--- config.mk ---
export PLATFORM = sky130hd
export DESIGN_NAME = bus_arbiter
export DESIGN_NICKNAME = d
export VERILOG_FILES = /design/src/rtl/bus_arbiter.sv
export SDC_FILE = /design/constraint.sdc
export NUM_CORES = 1
export LEC_CHECK = 0
export CAP_MARGIN = 25
export CORE_ASPECT_RATIO = 0.7
export CORE_UTILIZATION = 35
export CTS_CLUSTER_DIAMETER = 200
export DETAILED_ROUTE_END_ITERATION = 6
export PLACE_DENSITY = 0.56
export REMOVE_ABC_BUFFERS = 1
export SETUP_SLACK_MARGIN = 0.5
export SLEW_MARGIN = 20
export SYNTH_ARGS = -nofsm -noshare
export SYNTH_HDL_FRONTEND = slang
export SYNTH_SLANG_ARGS = --single-unit
--- constraint.sdc ---
create_clock -name clk -period 4.9 [get_ports clk]
set_input_delay 0.98 -clock clk [delete_from_list [all_inputs] [get_ports clk]]
set_output_delay 0.98 -clock clk [all_outputs]
set_load 0.1 [all_outputs]
--- src/rtl/bus_arbiter.sv ---
// Round-robin arbiter for a two-master serial bus: grant, serial slave-index capture, one-hot slave enable.
// Optional BUSY watchdog enabled by defining BUS_ARB_TIMEOUT_EN.
module bus_arbiter #(
    parameter int SLAVE_LEN      = 2,
    parameter int TIMEOUT_CYCLES = 255
) (
    input  logic                      clk,
    input  logic                      reset,
    input  logic [1:0]                approval_request,
    input  logic [1:0]                tx_slave_select,
    input  logic [1:0]                trans_done,
    output logic [1:0]                approval_grant,
    output logic                      arbitor_busy,
    output logic                      bus_busy,
    output logic                      master_sel,
    output logic [2**SLAVE_LEN-1:0]   slave_sel,
    output logic                      timeout
);

    // state   | meaning
    // IDLE    | bus free, waiting for any request
    // SYNC    | one turnaround cycle after grant, owner drives index MSB
    // ADDR    | receiving remaining index bits
    // BUSY    | slave transaction in progress, waiting for owner's trans_done
    // RELEASE | one cycle with grant dropped before returning to IDLE
    typedef enum logic [2:0] {
        S_IDLE,
        S_SYNC,
        S_ADDR,
        S_BUSY,
        S_RELEASE
    } state_t;

    localparam int NSLV = 2**SLAVE_LEN;
    localparam int CW   = (SLAVE_LEN > 1) ? $clog2(SLAVE_LEN) : 1;

    state_t              r_state, w_state_nxt;
    logic                r_owner, w_owner_nxt;
    logic                r_last_owner, w_last_owner_nxt;
    logic [SLAVE_LEN-1:0] r_idx, w_idx_nxt;
    logic [CW-1:0]       r_bit_cnt, w_bit_cnt_nxt;
    logic [1:0]          r_grant, w_grant_nxt;
    logic                r_arb_busy, w_arb_busy_nxt;
    logic                r_bus_busy, w_bus_busy_nxt;
    logic                r_master_sel, w_master_sel_nxt;
    logic [NSLV-1:0]     r_slave_sel, w_slave_sel_nxt;
    logic                r_timeout, w_timeout_nxt;

    logic                w_winner;
    logic                w_own_req;
    logic                w_own_done;
    logic                w_own_bit;
    logic [SLAVE_LEN-1:0] w_idx_shift;
    logic [NSLV-1:0]     w_one_hot;

`ifdef BUS_ARB_TIMEOUT_EN
    localparam int TW = $clog2(TIMEOUT_CYCLES + 1);
    logic [TW-1:0]       r_to_cnt, w_to_cnt_nxt;
`else
    logic                w_unused_cfg;
    assign w_unused_cfg = (TIMEOUT_CYCLES != 0);
`endif

    // On a tie the master that did not own the bus last time wins.
    assign w_winner    = (&approval_request) ? ~r_last_owner : approval_request[1];
    assign w_own_req   = approval_request[r_owner];
    assign w_own_done  = trans_done[r_owner];
    assign w_own_bit   = tx_slave_select[r_owner];
    assign w_idx_shift = SLAVE_LEN'({r_idx, w_own_bit});
    assign w_one_hot   = NSLV'(1) << r_idx;

    always_comb begin
        w_state_nxt      = r_state;
        w_owner_nxt      = r_owner;
        w_last_owner_nxt = r_last_owner;
        w_idx_nxt        = r_idx;
        w_bit_cnt_nxt    = r_bit_cnt;
        w_grant_nxt      = r_grant;
        w_arb_busy_nxt   = r_arb_busy;
        w_bus_busy_nxt   = r_bus_busy;
        w_master_sel_nxt = r_master_sel;
        w_slave_sel_nxt  = r_slave_sel;
        w_timeout_nxt    = 1'b0;
`ifdef BUS_ARB_TIMEOUT_EN
        w_to_cnt_nxt     = r_to_cnt;
`endif

        case (r_state)
            S_IDLE: begin
                if (|approval_request) begin
                    w_state_nxt      = S_SYNC;
                    w_owner_nxt      = w_winner;
                    w_master_sel_nxt = w_winner;
                    w_grant_nxt      = 2'b01 << w_winner;
                    w_arb_busy_nxt   = 1'b1;
                    w_idx_nxt        = '0;
                end
            end
            S_SYNC: begin
                if (!w_own_req) begin
                    w_state_nxt = S_RELEASE;
                end else begin
                    w_state_nxt   = S_ADDR;
                    w_idx_nxt     = w_idx_shift;
                    w_bit_cnt_nxt = '0;
                end
            end
            S_ADDR: begin
                if (!w_own_req) begin
                    w_state_nxt = S_RELEASE;
                end else if (r_bit_cnt == CW'(SLAVE_LEN - 1)) begin
                    w_state_nxt     = S_BUSY;
                    w_arb_busy_nxt  = 1'b0;
                    w_bus_busy_nxt  = 1'b1;
                    w_slave_sel_nxt = w_one_hot;
`ifdef BUS_ARB_TIMEOUT_EN
                    w_to_cnt_nxt    = '0;
`endif
                end else begin
                    w_idx_nxt     = w_idx_shift;
                    w_bit_cnt_nxt = r_bit_cnt + CW'(1);
                end
            end
            S_BUSY: begin
                if (w_own_done) begin
                    w_state_nxt = S_RELEASE;
`ifdef BUS_ARB_TIMEOUT_EN
                end else if (r_to_cnt == TW'(TIMEOUT_CYCLES)) begin
                    w_state_nxt   = S_RELEASE;
                    w_timeout_nxt = 1'b1;
                end else begin
                    w_to_cnt_nxt = r_to_cnt + TW'(1);
`endif
                end
            end
            S_RELEASE: begin
                w_state_nxt      = S_IDLE;
                w_last_owner_nxt = r_owner;
            end
            default: begin
                w_state_nxt = S_IDLE;
            end
        endcase

        // Every path into RELEASE (done, abort, timeout) drops the bus the same way.
        if (w_state_nxt == S_RELEASE) begin
            w_grant_nxt     = 2'b00;
            w_arb_busy_nxt  = 1'b0;
            w_bus_busy_nxt  = 1'b0;
            w_slave_sel_nxt = '0;
        end
    end

    always_ff @(posedge clk or posedge reset) begin
        if (reset) begin
            r_state      <= S_IDLE;
            r_owner      <= 1'b0;
            r_last_owner <= 1'b1;
            r_idx        <= '0;
            r_bit_cnt    <= '0;
            r_grant      <= 2'b00;
            r_arb_busy   <= 1'b0;
            r_bus_busy   <= 1'b0;
            r_master_sel <= 1'b0;
            r_slave_sel  <= '0;
            r_timeout    <= 1'b0;
        end else begin
            r_state      <= w_state_nxt;
            r_owner      <= w_owner_nxt;
            r_last_owner <= w_last_owner_nxt;
            r_idx        <= w_idx_nxt;
            r_bit_cnt    <= w_bit_cnt_nxt;
            r_grant      <= w_grant_nxt;
            r_arb_busy   <= w_arb_busy_nxt;
            r_bus_busy   <= w_bus_busy_nxt;
            r_master_sel <= w_master_sel_nxt;
            r_slave_sel  <= w_slave_sel_nxt;
            r_timeout    <= w_timeout_nxt;
        end
    end

`ifdef BUS_ARB_TIMEOUT_EN
    always_ff @(posedge clk or posedge reset) begin
        if (reset) begin
            r_to_cnt <= '0;
        end else begin
            r_to_cnt <= w_to_cnt_nxt;
        end
    end
`endif

    assign approval_grant = r_grant;
    assign arbitor_busy   = r_arb_busy;
    assign bus_busy       = r_bus_busy;
    assign master_sel     = r_master_sel;
    assign slave_sel      = r_slave_sel;
    assign timeout        = r_timeout;

endmodule

==> qor.yml <==
synthesis:
  synth_common_cells: "15 x dfrtp_1, 12 x nand2_1, 6 x nor2_1, 5 x inv_1, 5 x o21ai_0"
  synthTopCellsByArea: "dfrtp_1 46%, nand2_1 5.5%, o32ai_1 4.3%, mux2i_1 3.7%, mux2_4 3.7%"
  synth_xor_area_share_pct: 0
  synth-adder-area-share_pct: 0
  ys_seq_elements: 16
  synthCells: 83
  synth_top_cell_by_area: "dfrtp_1"
  yosysWarningCount: 0
  synth_top_family_by_area: "simple AND/OR/NAND/NOR gates"
  yosysMostFrequentCell: "dfrtp_1"
  yosysTopAreaCellShare_pct: 46.2
  ys_types: 27
  syn_area_per_cell_sq_um: 9.78
  synth-simple-area-share_pct: 17.7
  synth_edf_count: 0
  synth.cell_area_sq_um: 812
  synth_compound_area_share_pct: 17.4
  synth-main-ff-cell: "dfrtp_1"
  ys_seq_area_share_pct: 49.5
  synth.area.mux_share_pct: 8.78
  ys_async_sr_fraction_pct: 100
placement:
  dp_hpwl_microns: 1180
  routabilityCongestion: 0.833
  port-buffer-count: 16
  dp_cells: 125
worst_setup_path:
  slowest_stage: "clkdlybuf4s50_1"
  cp_slowest_stage_delay_ps: 1190
  path_class: "flop to primary output"
  critical_path_buf_inv_count: 1
  cp-end-kind: "primary output"
  r2r-start: "master_sel"
  crit_family: "buffers and inverters"
  worst_ep_required_time_ps: 3920
  crit_chain: "clkdlybuf4s50_1"
  critPathMaxFanout: 6
  setup.worst_path.start_class: "flop"
  arrival_ps: 1960
  startpoint: "master_sel"
timing:
  hold_ws_ps: 524
  max_slew_margin_pct: 35.3
  worst_pin_slew_ps: 967
  fin_crit_sh_pct: 59.9
  slew_viol_final: 0
  setup_viol: 0
  fin_worst_skew_ps: 13.9
  hold_viol: 0
  setup_tns_ps: 0
  fmax_mhz: 340
  rsz0062_at_grt: "false"
  fin_crit_ps: 2940
finish:
  nFillCells: 225
  drive_gt1_share_pct: 8.25
  multi_input_area_sq_um: 360
  final_cell_count_no_fill: 129
  seqCellArea_sq_um: 402
  antennaDiodeCount: 0
  fin_nets: 106
  synthToLayoutAreaGrowth_pct: 24.0
global_routing:
  antenna_found_initial: 0
  busiest_layer: "met1"
  use_met3_pct: 5.56
  grt_overflow_total: 0
  grt_usage_pct: 15.0
  grt_max_degree: 17
  grt_pass1_vias: 563
  use_met2_pct: 20.2
  use_met1_pct: 22.2
  grt_pass1_wl_microns: 2680
cts:
  cts_tree: "built"
  cts_inserted_buffers: 3
  ctsHoldBuffers: 0
  cts-root-buf: "clkbuf_4"
  cts_htree_levels: 1
  clock_sinks: 16
  ctsResizeCount: 0
  clockBufferDepth: 2
  clkSlewWorstSetupHoldPaths_ps: 90
  cts_setup_buffers: 0
  worstSkewPairLatency_ps: 290
floorplanning:
  core.rowCount: 14
  io_pins: 18
  die_y_microns: 42.3
  start_util_pct: 37.4
  die-area_sq_mm: 0.00252
  die_width_microns: 59.6
  core_area_sq_mm: 0.00217
route:
  firstDrtPassIters: 4
  vias: 626
  final_antenna_net_count: 0
  viasPerCell: 4.85
  drt_iter0_drc: 14
  post-route-drc-count: 0
  wl_microns: 1670
  wl_per_cell_microns: 12.9
min_path:
  holdCritPathClass: "flop to flop"
  min-delay-start: "r_idx[1]"
flow_run:
  maxCapViolCount: 0
run_status:
  status: "finished clean"
[placed cells by master, fill, tap and decap left out]
cell             Yosys  routed
clkdlybuf4s50_1      0      16
dfrtp_1             15      15
nand2_1             12      12
nor2_1               6       6
inv_1                5       5
o21ai_0              5       5
a21oi_1              4       4
o32ai_1              4       4
nand2b_1             3       3
mux2i_1              3       3
nor3_1               3       3
clkbuf_4             0       3
mux2_4               2       2
nor2b_1              2       2
a31oi_1              2       2
nand4_1              1       1
o21a_1               1       1
a2bb2oi_1            1       1
a21o_1               1       1
o21bai_1             1       1
nor4b_4              1       1
a211o_1              1       1
a311oi_1             1       1
mux2_2               1       1
conb_1               1       1
clkbuf_1             1       1
dfstp_2              1       1
[cells by family after synthesis]
logic type / count (synthesis)
flip-flops: 16
other: 1
AND/OR/NAND/NOR: 28
buffers and inverters: 11
multiplexers: 6
AO/OA/AOI/OAI: 21
[final cells by class]
class / instances / share of cell area (%)
clock buffers: 4 / 2.61
inverters: 5 / 1.86
multi-input cells: 56 / 35.8
flip-flops and latches: 16 / 39.9
well taps: 32 / 3.98
repair buffers: 16 / 15.9
[layer usage]
| layer | vias up | part of all wire, % |
|---|---|---|
| met4 | 0 | 1.3 |
| met3 | 2 | 3.4 |
| met5 | - | 0 |
| li1 | 316 | - |
| met1 | 296 | 54 |
| met2 | 12 | 41 |
[path summary, 6_finish.rpt]
check                                    end  slack, ps  depth (start not counted)
setup / recovery                  master_sel       1960                          1
hold / removal                  slave_sel[1]        520                          1
setup reg to reg                    r_idx[0]       3200                          4
hold reg to reg                 slave_sel[1]        520                          1
max in group asynchronous  approval_grant[1]       3440                          2
min in group asynchronous       slave_sel[1]       1050                          2
[flip-flops by register name, summed over array words and instances (netlist names)]
signal	flops
r_bit_cnt	1
approval_grant	2
slave_sel	4
r_last_owner	1
bus_busy	1
master_sel	1
r_idx	2
r_state	3
arbitor_busy	1
[through the flow]
step	util [%]	setup WS (ps)	instance area [sq um]
2_1_floorplan	-	2690	781
3_3_place_gp	45.2	2280	981
3_5_place_dp	45.2	2250	981
4_1_cts	46.4	1950	1010
5_1_grt	46.4	1900	1010
6_report	46.4	1960	1010
Power is not shown: default switching activity piles up to over one toggle a cycle in this logic, so the estimate is an artifact.
